## src/rtl/run_ctrl.sv

```systemverilog
// Run sequencer: streams an operand image into the core's data memory, releases
// the core from reset, and counts run cycles until done. Watchdog: RUN_CTRL_WDOG_EN.
module run_ctrl #(
    parameter int unsigned CNT_W    = 16,
    parameter int unsigned RST_CYC  = 2,
    parameter int unsigned WDOG_CYC = 1000
) (
    input  logic             clk,
    input  logic             reset,
    input  logic             start,
    input  logic             ld_valid,
    output logic             ld_ready,
    input  logic [7:0]       ld_addr,
    input  logic [7:0]       ld_data,
    input  logic             ld_last,
    output logic             dm_we,
    output logic [7:0]       dm_addr,
    output logic [7:0]       dm_di,
    output logic             cpu_rst,
    input  logic             cpu_done,
    output logic             busy,
    output logic             finished,
    output logic             timeout,
    output logic [CNT_W-1:0] cycle_cnt
);

`ifdef RUN_CTRL_WDOG_EN
    typedef enum logic [2:0] {IDLE, LOAD, HOLD, RUN, DONE, TMO} state_e;
    localparam logic [CNT_W-1:0] WDOG_LAST = CNT_W'(WDOG_CYC - 1);
`else
    typedef enum logic [2:0] {IDLE, LOAD, HOLD, RUN, DONE} state_e;
`endif

    localparam int unsigned       HOLD_W    = (RST_CYC > 1) ? $clog2(RST_CYC) : 1;
    localparam logic [HOLD_W-1:0] HOLD_LAST = HOLD_W'(RST_CYC - 1);

    state_e              state_q;
    logic                ld_ready_q;
    logic                dm_we_q;
    logic [7:0]          dm_addr_q;
    logic [7:0]          dm_di_q;
    logic                cpu_rst_q;
    logic                busy_q;
    logic                finished_q;
    logic [CNT_W-1:0]    cnt_q;
    logic [CNT_W-1:0]    cnt_d;
    logic [HOLD_W-1:0]   hold_cnt_q;
`ifdef RUN_CTRL_WDOG_EN
    logic                timeout_q;
`endif

    // Saturating increment: the counter sticks at all-ones instead of wrapping.
    always_comb begin
        cnt_d = cnt_q;
        if (cnt_q != '1) begin
            cnt_d = cnt_q + 1'b1;
        end
    end

    always_ff @(posedge clk) begin
        if (!reset) begin
            state_q    <= IDLE;
            ld_ready_q <= 1'b0;
            dm_we_q    <= 1'b0;
            dm_addr_q  <= '0;
            dm_di_q    <= '0;
            cpu_rst_q  <= 1'b1;
            busy_q     <= 1'b0;
            finished_q <= 1'b0;
            cnt_q      <= '0;
            hold_cnt_q <= '0;
`ifdef RUN_CTRL_WDOG_EN
            timeout_q  <= 1'b0;
`endif
        end else begin
            dm_we_q <= 1'b0;
            case (state_q)
                LOAD: begin
                    if (ld_valid && ld_ready_q) begin
                        dm_we_q   <= 1'b1;
                        dm_addr_q <= ld_addr;
                        dm_di_q   <= ld_data;
                        if (ld_last) begin
                            state_q    <= HOLD;
                            ld_ready_q <= 1'b0;
                            hold_cnt_q <= '0;
                        end
                    end
                end
                HOLD: begin
                    if (hold_cnt_q == HOLD_LAST) begin
                        state_q   <= RUN;
                        cpu_rst_q <= 1'b0;
                    end else begin
                        hold_cnt_q <= hold_cnt_q + 1'b1;
                    end
                end
                RUN: begin
                    // The cycle that observes done is itself counted; done beats expiry.
                    if (cpu_done) begin
                        state_q    <= DONE;
                        cnt_q      <= cnt_d;
                        finished_q <= 1'b1;
                        cpu_rst_q  <= 1'b1;
                        busy_q     <= 1'b0;
                    end
`ifdef RUN_CTRL_WDOG_EN
                    else if (cnt_q == WDOG_LAST) begin
                        state_q   <= TMO;
                        timeout_q <= 1'b1;
                        cpu_rst_q <= 1'b1;
                        busy_q    <= 1'b0;
                    end
`endif
                    else begin
                        cnt_q <= cnt_d;
                    end
                end
                default: begin
                    // IDLE, DONE and TMO all (re)start a load on start.
                    if (start) begin
                        state_q    <= LOAD;
                        ld_ready_q <= 1'b1;
                        busy_q     <= 1'b1;
                        finished_q <= 1'b0;
                        cpu_rst_q  <= 1'b1;
                        cnt_q      <= '0;
`ifdef RUN_CTRL_WDOG_EN
                        timeout_q  <= 1'b0;
`endif
                    end
                end
            endcase
        end
    end

    assign ld_ready  = ld_ready_q;
    assign dm_we     = dm_we_q;
    assign dm_addr   = dm_addr_q;
    assign dm_di     = dm_di_q;
    assign cpu_rst   = cpu_rst_q;
    assign busy      = busy_q;
    assign finished  = finished_q;
    assign cycle_cnt = cnt_q;
`ifdef RUN_CTRL_WDOG_EN
    assign timeout   = timeout_q;
`else
    assign timeout   = 1'b0;
`endif

endmodule

```

## config.mk

```make
export PLATFORM = sky130hd
export DESIGN_NAME = run_ctrl
export DESIGN_NICKNAME = d
export VERILOG_FILES = /design/src/rtl/run_ctrl.sv
export SDC_FILE = /design/constraint.sdc
export NUM_CORES = 1
export LEC_CHECK = 0
export CAP_MARGIN = 20
export CORE_UTILIZATION = 41
export DETAILED_ROUTE_END_ITERATION = 7
export PLACE_DENSITY = 0.78
export SETUP_SLACK_MARGIN = 0.05
export SYNTH_ARGS = -nofsm -noshare
export SYNTH_HDL_FRONTEND = slang
export SYNTH_SLANG_ARGS = --single-unit
```

## constraint.sdc

```tcl
create_clock -name clk -period 1.7 [get_ports clk]
set_input_delay 0.34 -clock clk [delete_from_list [all_inputs] [get_ports clk]]
set_output_delay 0.34 -clock clk [all_outputs]
set_load 0.005 [all_outputs]
```

==> results of run 1 <==
[power groups by stage]
stage / combinational (mW) / clock [mW] / sequential, mW
6_report: 0.178 / 0.795 / 0.979
5_1_grt: 0.195 / 0.867 / 0.982
4_1_cts: 0.179 / 0.816 / 0.982
3_5_place_dp: 0.177 / 0 / 1.01
3_3_place_gp: 0.176 / 0 / 1.01
2_1_floorplan: 0.0693 / 0 / 1.01
[cells by family (layout without fill, tap and decap cells)]
| group | Yosys count | count (layout) | synth area share |
|---|---|---|---|
| adder cells (fa/ha/maj) | 1 | 1 | 0.00646 |
| AND/OR/NAND/NOR | 105 | 105 | 0.295 |
| other | 1 | 1 | 0.00194 |
| flip-flops | 41 | 41 | 0.424 |
| buffers and inverters | 20 | 117 | 0.0440 |
| AO/OA/AOI/OAI | 68 | 68 | 0.228 |
[area by class of cell]
type | instances | area [µm²] | share of cell area
repair buffers | 101 | 952 | 0.309
clock inverters | 3 | 46.3 | 0.0150
multi-input cells | 175 | 1080 | 0.349
flip-flops and latches | 41 | 847 | 0.275
well taps | 52 | 65.1 | 0.0211
inverters | 8 | 30.0 | 0.00973
clock buffers | 5 | 68.8 | 0.0223
[sequential cells by signal (all words and copies together), names as in the netlist]
name        count
ld_ready        1
state_q         3
busy            1
dm_di           8
hold_cnt_q      1
dm_addr         8
cycle_cnt      16
cpu_rst         1
dm_we           1
finished        1
[metrics by stage]
step / setup WS, ps / total power, mW
floorplan: 91.8 / 1.08
global placement: -143 / 1.18
detailed placement: -164 / 1.18
CTS: 20.6 / 1.98
global route: 14.3 / 2.04
finish: 80.4 / 1.95
[cells in the mapped netlist, drive strengths merged, types with 5 or more instances]
master | instances | area [µm²]
nand3 | 9 | 45.0
inv | 8 | 30.0
or4 | 5 | 41.3
dfxtp | 41 | 821
nand2 | 48 | 180
o21ai | 8 | 40.0
nor2 | 9 | 33.8
nor3 | 5 | 30.0
a21oi | 30 | 150
clkbuf | 6 | 22.5
buf | 6 | 32.5
[worst reg2reg max path, cell delays in order, from the launching register on]
cell and delay, ps:
dfxtp_2 350, buf_6 100, nand4_4 70, buf_4 160, or4_4 540, a31o_1 200
a21oi_2 120
[path summary, 6_finish.rpt]
| kind | start | to | slack [ps] | cells past startpoint |
|---|---|---|---|---|
| setup / recovery | cycle_cnt[8] | cycle_cnt[13] | 80 | 6 |
| hold / removal | dm_di[7] | dm_di[7] | 460 | 2 |
| setup reg to reg | cycle_cnt[8] | cycle_cnt[13] | 80 | 6 |
| hold reg to reg | dm_di[7] | dm_di[7] | 460 | 2 |
[metal layers]
layer	vias to the layer above	global-route usage	wire (µm)
met5	-	0	0
met4	0	0.0756	60
met1	959	0.259	2220
li1	1042	-	-
met3	6	0.0812	397
met2	66	0.361	2610
[repair_timing]
action / in CTS / in global routing
pin swaps: 0 / 12
endpoints found under the setup margin: 14 / 23
cloned: 0 / 0
buffers inserted: 1 / 6
gates resized for setup: 10 / 23
==> metrics.md, run 1 <==
| Metric | Value |
|---|---|
| DRT iter0 DRCs | 110 |
| Largest net degree at the start of global routing | 25 |
| Die Area | 5000 µm² |
| Leakage power | 1.30 nW |
| Area grow syn2layout | 59.4% |
| H-tree levels | 2 |
| Standard-cell rows | 24 |
| Port bufs | 58 |
| Syn Inst Count | 236 |
| Hold Buf Count CTS | 0 |
| Cell variety after synth | 50 |
| CP Buf/Inv Count | 2 |
| Iteration count of the initial detailed-routing pass | 6 |
| Layout cell share with drive strength beyond 1 | 0.243 |
| Dpl hpwl | 3790 µm |
| Max Clock Skew | 9.71 ps |
| Via count | 2,073 |
| Root cell of the clock tree | clkbuf_8 |
| Max Cap Viol | 0 |
| Final Util | 0.694 |
| Final period utilization | 0.953 |
| Post-synth EDFFs | 0 |
| DRC | 6 |
| Via density | 5.38 |
| Fmax | 617 MHz |
| Finished Layout Cells | 385 |
| Crit end category | register |
| Proportion of power drawn by the clock network | 0.407 |
| Post-route ant nets | 0 |
| Max incr delay on CP | 540 ps |
| Cell area after placement | 2830 µm² |
| Slowest-stage cell, CP | or4_4 |
| Async SR Flop Fraction | 0 |
| Die width | 70.7 µm |
| Sequential element share of the synthesized area | 0.424 |
| Drt wl/cell | 13.7 µm |
| Number of global-route vias before repair | 1,963 |
| Post-layout min period | 1620 ps |
| Max Slew Vio Count | 0 |
| CP Class | register to register |
| Type of origin of the critical path | register |
| Sw Pwr | 443 µW |
| Ys Warns | 0 |
| Sw Ratio | 0.227 |
| First-pass GRT wire length | 8730 µm |
| Worst EP required | 1940 ps |
| Failing checks | design-rule violations |
| GRT overflow | 0 |
| Syn nets | 259 |
| Flop pwr share | 0.501 |
| CTS tree | built |
| Status | finished, violations left |
| Worst-Skew Late Latency | 300 ps |
| Crit-path cells | buf_6 > nand4_4 > buf_4 > or4_4 > a31o_1 > a21oi_2 |
| Initial antenna violation count | 0 |
| Core region area | 4440 µm² |
| Layout Nets | 355 |
| Delay-heaviest family, CP | simple AND/OR/NAND/NOR gates |
| GRT Total Usage | 0.217 |
| Most common cell after layout, fill and taps aside | clkdlybuf4s50_1 |
| Hold_ws | 458 ps |
| Final Hold Viols | 0 |
| TritonCTS Buffers | 5 |
| Post-Layout Inst Area | 3090 µm² |
| Endpoints failing setup | 0 |
| Clock slew at reported path FFs | 90 ps |
| Worst EP arrival | 1860 ps |
| Internal | 1.51 mW |
| CP max FO | 4 |
| Final setup TNS | 0 ps |
| Top_reg_cell synth | dfxtp_1 |
| Tightest Hold Check Type | register to register |
| Die height | 70.7 µm |
| Combinational share of power | 0.091 |
| # diodes | 0 |
| Synthesized area | 1940 µm² |
| Maximum VDD drop | 0.497 mV |
| Fillcell total | 364 |
| RSZ-0062 raised after global routing | true |
| Num Clock Sinks | 41 |
| GP Congestion | 0.866 |
| Power Dens Cells | 633 nW/µm² |
| Placed cells | 370 |
| Initial core utilization | 0.436 |
| Clk buf depth | 2 |
| Routed WL | 5280 µm |
| FF+latch count, synth | 41 |
| Boundary pin count | 60 |
| Most frequent cells in the layout | clkdlybuf4s50_1 (51), nand2_1 (48), buf_4 (37) |
| Syn avg cell area | 8.20 µm² |
Note: power is estimated with default switching activity, not from simulation.
==> run 2, diff against run 1 <==
==> constraint.sdc (replaced) <==
create_clock -name clk -period 1.7 [get_ports clk]
set_input_delay 0.17 -clock clk [delete_from_list [all_inputs] [get_ports clk]]
set_output_delay 0.17 -clock clk [all_outputs]
set_load 0.005 [all_outputs]
==> run 2 against run 1 <==
The flow still finishes with violations (design-rule violations). Sequential power is essentially flat. Register-to-register slack worse by 30 ps. Routed wire length is 2.5% higher. Critical path type unchanged. Largest cell class unchanged.
==> metrics.md, run 2 (synthesis results as in run 1) <==
| Metric | Value |
|---|---|
| Most frequent cells in the layout | clkdlybuf4s50_1 (58), nand2_1 (48), buf_4 (39) |
| Worst reg2reg path startpoint | cycle_cnt[5] |
| Crit end category | register |
| Endpoints failing setup | 0 |
| Largest net degree at the start of global routing | 25 |
| GP Congestion | 0.872 |
| FF+latch area | 832 µm² |
| H-tree levels | 2 |
| CP Class | register to register |
| Post-layout min period | 1650 ps |
| Clock slew at reported path FFs | 80 ps |
| Initial antenna violation count | 0 |
| Multi-input combinational cell area | 1070 µm² |
| Post-route ant nets | 0 |
| Core region area | 4440 µm² |
| First-pass GRT wire length | 8740 µm |
| Standard-cell rows | 24 |
| R2R Path End | cycle_cnt[14] |
| Clk buf depth | 2 |
| Maximum VDD drop | 0.547 mV |
| Type of origin of the critical path | register |
| DRT iter0 DRCs | 171 |
| Final Hold Viols | 0 |
| Power Dens Cells | 653 nW/µm² |
| GRT Total Usage | 0.217 |
| Tightest Hold Check Type | input pin to register |
| Routed WL | 5420 µm |
| Boundary pin count | 60 |
| Via count | 2,090 |
| Iteration count of the initial detailed-routing pass | 6 |
| Die Area | 5000 µm² |
| CTS tree | built |
| Finished Layout Cells | 382 |
| Max FFs per register | 16 |
| GRT overflow | 0 |
| Worst-Skew Late Latency | 290 ps |
| Max Clock Skew | 6.59 ps |
| Fmax | 607 MHz |
| Most common cell after layout, fill and taps aside | clkdlybuf4s50_1 |
| Fillcell total | 378 |
| Number of global-route vias before repair | 2,017 |
| Leakage power | 1.13 nW |
| Worst EP required | 1910 ps |
| Drt wl/cell | 14.2 µm |
| Dpl hpwl | 3880 µm |
| Port bufs | 58 |
| Placed cells | 367 |
| Final period utilization | 0.969 |
| RSZ-0062 raised after global routing | true |
| Setup ws final | 52.4 ps |
| Hold depth | 3 |
| CP max FO | 5 |
| Num Clock Sinks | 41 |
| Final setup TNS | 0 ps |
| Layout cell share with drive strength beyond 1 | 0.200 |
| Root cell of the clock tree | clkbuf_8 |
| Reg2reg setup slack | 50 ps |
| Pre-CTS setup slack | 27.4 ps |
| Status | finished, violations left |
| Die width | 70.7 µm |
| Die height | 70.7 µm |
| Area grow syn2layout | 54.3% |
| Final Util | 0.672 |
| FF-to-FF path depth | 4 |
| Max Slew Vio Count | 0 |
| TritonCTS Buffers | 5 |
| Layout Nets | 352 |
| Worst EP arrival | 1860 ps |
| Hold Startpoint | ld_data[2] |
| Worst hold endpoint | dm_di[2] |
| Via density | 5.47 |
| Design Power | 1.95 mW |
| Failing checks | design-rule violations |
| Max Cap Viol | 0 |
| Initial core utilization | 0.436 |
| # diodes | 0 |
| DRC | 6 |
[run 2: timing repair]
| item | in CTS | in global routing |
|---|---|---|
| hold buffers | 0 | 0 |
| setup endpoints to repair | 6 | 8 |
| hold endpoints to repair | 0 | 0 |
| pin swaps | 1 | 7 |
| buffers inserted | 1 | 5 |
| gates resized for setup | 2 | 5 |
| cloned | 0 | 1 |
[run 2: how the worst max path moves through the flow]
stage | from | end | slack (ps) | cells after the start
2_1_floorplan | cycle_cnt[0] | cycle_cnt[14] | 90 | 5
3_3_place_gp | reset | cycle_cnt[15] | 50 | 5
3_5_place_dp | cycle_cnt[0] | cycle_cnt[1] | 30 | 6
4_1_cts | cycle_cnt[3] | cycle_cnt[15] | 60 | 4
5_1_grt | cycle_cnt[0] | cycle_cnt[14] | -10 | 5
6_report | cycle_cnt[5] | cycle_cnt[14] | 50 | 4
[run 2: metrics by stage]
stage	hold WS (ps)	instance area (µm²)
finish	418	2990
global route	404	2990
CTS	408	2930
detailed placement	446	2790
global placement	441	2790
floorplan	299	1960
[run 2: area by class of cell]
cell class                      instances  share of cell area
Clock buffer                            5              0.0230
Inverter                                8              0.0101
Clock inverter                          3              0.0155
Timing Repair Buffer                   97               0.292
Sequential cell                        41               0.279
Multi-Input combinational cell        176               0.359
Tap cell                               52              0.0218
[run 2: where the power goes]
part / internal (mW) / switching [mW]
Clock: 0.439 / 0.349
Sequential: 0.972 / 0.00982
Combinational: 0.101 / 0.0784
Total: 1.51 / 0.437
[run 2: metal layers]
metal	part of all wire	GRT usage
met1	0.42	0.263
met2	0.49	0.369
met3	0.079	0.0741
met4	0.011	0.0556
met5	0	0
[run 2: critical path: stages (launching register included)]
cell,delay (ps)
dfxtp_1,440
nand4_4,190
or2_4,300
or4_1,530
o211ai_1,120
==> run 3, diff against run 2 <==
Settings changed: CAP_MARGIN 20 to 30, CORE_UTILIZATION 41 to 40, PLACE_DENSITY 0.78 to 0.73.
Clock period 1.7 ns to 1.85 ns, I/O delays scaled along.
==> run 3 against run 2 <==
The run now ends clean. Hold slack better by 2.2 ps. Critical path depth grew 1. Worst setup slack better by 75 ps. Maximum frequency fell by 4.4%. Utilization is 4.7 points lower. Register-to-register slack better by 70 ps. Sequential cell count unchanged. First-iteration DRC count is 6.4% lower. Clock power fell by 6.1%. Critical endpoint unchanged. Largest power group unchanged.
==> metrics.md, run 3 (synthesis results as in run 1) <==
| Metric | Value |
|---|---|
| Status | finished, final reports clean |
| Hold_ws | 420 ps |
| GP Congestion | 0.874 |
| Maximum VDD drop | 0.509 mV |
| CTS tree | built |
| Delay-heaviest family, CP | simple AND/OR/NAND/NOR gates |
| Via count | 2,008 |
| Fmax | 580 MHz |
| Slew headroom | 0.622 |
| Iteration count of the initial detailed-routing pass | 4 |
| Die height | 71.6 µm |
| Worst slew pin tran | 566 ps |
| GRT Total Usage | 0.198 |
| # diodes | 0 |
| Initial antenna violation count | 0 |
| Final Hold Viols | 0 |
| Routed WL | 4900 µm |
| CP Class | register to register |
| Worst EP required | 2070 ps |
| Final setup TNS | 0 ps |
| Die width | 71.6 µm |
| Number of global-route vias before repair | 1,763 |
| Boundary pin count | 60 |
| Largest net degree at the start of global routing | 25 |
| Post-layout min period | 1720 ps |
| Port bufs | 58 |
| Max FFs per register | 16 |
| DRT iter0 DRCs | 160 |
| Hold Startpoint | ld_data[2] |
| Clk buf depth | 2 |
| Final Util | 0.625 |
| Area grow syn2layout | 45.4% |
| RSZ-0062 raised after global routing | false |
| Type of origin of the critical path | register |
| Worst hold endpoint | dm_di[2] |
| FF-to-FF path depth | 5 |
| Root cell of the clock tree | clkbuf_8 |
| TritonCTS Buffers | 5 |
| Crit-path cells | ha_2 > nand3_2 > or2_1 > or4_1 > o211ai_1 |
| Crit end category | register |
| Post-CTS Setup Inserts | 0 |
| Max Cap Viol | 0 |
| DRC | 0 |
| Power Dens Cells | 642 nW/µm² |
| First-pass GRT wire length | 8040 µm |
| Max incr delay on CP | 510 ps |
| Worst-Skew Late Latency | 300 ps |
| CP max FO | 5 |
| Drt wl/cell | 13.5 µm |
| Slowest-stage cell, CP | or4_1 |
| Leakage power | 1.03 nW |
| Most frequent cells in the layout | clkdlybuf4s50_1 (58), nand2_1 (48), dfxtp_1 (40) |
| Max Clock Skew | 7.02 ps |
| GRT overflow | 0 |
| Worst EP arrival | 1950 ps |
| Endpoints failing setup | 0 |
| Via density | 5.53 |
| Max Slew Vio Count | 0 |
| Reg2reg setup slack | 130 ps |
| Final period utilization | 0.931 |
| R2R Path End | cycle_cnt[14] |
| CP Depth | 5 |
| Core region area | 4500 µm² |
| Worst reg2reg path startpoint | cycle_cnt[0] |
| Clock slew at reported path FFs | 90 ps |
| Most common cell after layout, fill and taps aside | clkdlybuf4s50_1 |
| Tightest Hold Check Type | input pin to register |
| Hold Buf Count CTS | 0 |
| Hold depth | 3 |
| H-tree levels | 2 |
| Initial core utilization | 0.430 |
| Post-route ant nets | 0 |
| Layout cell share with drive strength beyond 1 | 0.135 |
| Num Clock Sinks | 41 |
| Layout Nets | 333 |
| Standard-cell rows | 24 |
| Die Area | 5120 µm² |
| CP Buf/Inv Count | 0 |
| Dpl hpwl | 3530 µm |
## run 3: cell count changes in the layout (fill, tap and decap cells not counted), moves of 2 or more
cell,previous run,this run
buf_4,39,21
dfxtp_2,3,1
dfxtp_4,2,0
dfxtp_1,36,40
## run 3: final cells by class
class	instances	area [µm²]
Clock inverter	3	46.3
Sequential cell	41	822
Fill cell	404	1690
Inverter	8	30.0
Clock buffer	5	68.8
Timing Repair Buffer	79	738
Tap cell	52	65.1
Multi-Input combinational cell	175	1040
## run 3: repair_timing
item / 4_1_cts / 5_1_grt
endpoints found under the setup margin: 0 / 4
resized for setup: 0 / 3
endpoints found under the hold margin: 0 / 0
## run 3: layer usage
| metal | GRT usage | share of wire |
|---|---|---|
| met1 | 0.252 | 0.45 |
| met2 | 0.323 | 0.46 |
| met3 | 0.0703 | 0.085 |
| met4 | 0.0523 | 0.010 |
| met5 | 0 | 0 |
## run 3: metrics by stage
step / setup WS (ps) / cells / cell area (µm²) / power, mW
floorplan: 131 / 236 / 1940 / 0.989
global placement: 97.9 / 355 / 2690 / 1.08
detailed placement: 78.6 / 355 / 2690 / 1.08
CTS: 70.0 / 363 / 2800 / 1.82
global route: 50.5 / 363 / 2810 / 1.87
finish: 127 / 363 / 2810 / 1.81
## run 3: power breakdown
group	internal (mW)	leakage, nW	switching, mW	total [mW]
clock network	0.404	0.0543	0.336	0.740
logic	0.0896	0.648	0.0707	0.160
registers	0.896	0.332	0.00896	0.905
## run 3: tightest hold or removal path: stages
cell	delay (ps)
clkdlybuf4s50_1	390
nand2_1	50
a21oi_1	50
## run 3: worst max-delay path by stage
stage                    end    startpoint  slack, ps
2_1_floorplan  cycle_cnt[14]  cycle_cnt[0]        130
3_3_place_gp   cycle_cnt[15]         reset        100
3_5_place_dp   cycle_cnt[14]  cycle_cnt[1]         80
4_1_cts        cycle_cnt[14]  cycle_cnt[1]         70
5_1_grt        cycle_cnt[14]  cycle_cnt[6]         50
6_report       cycle_cnt[14]  cycle_cnt[0]        130
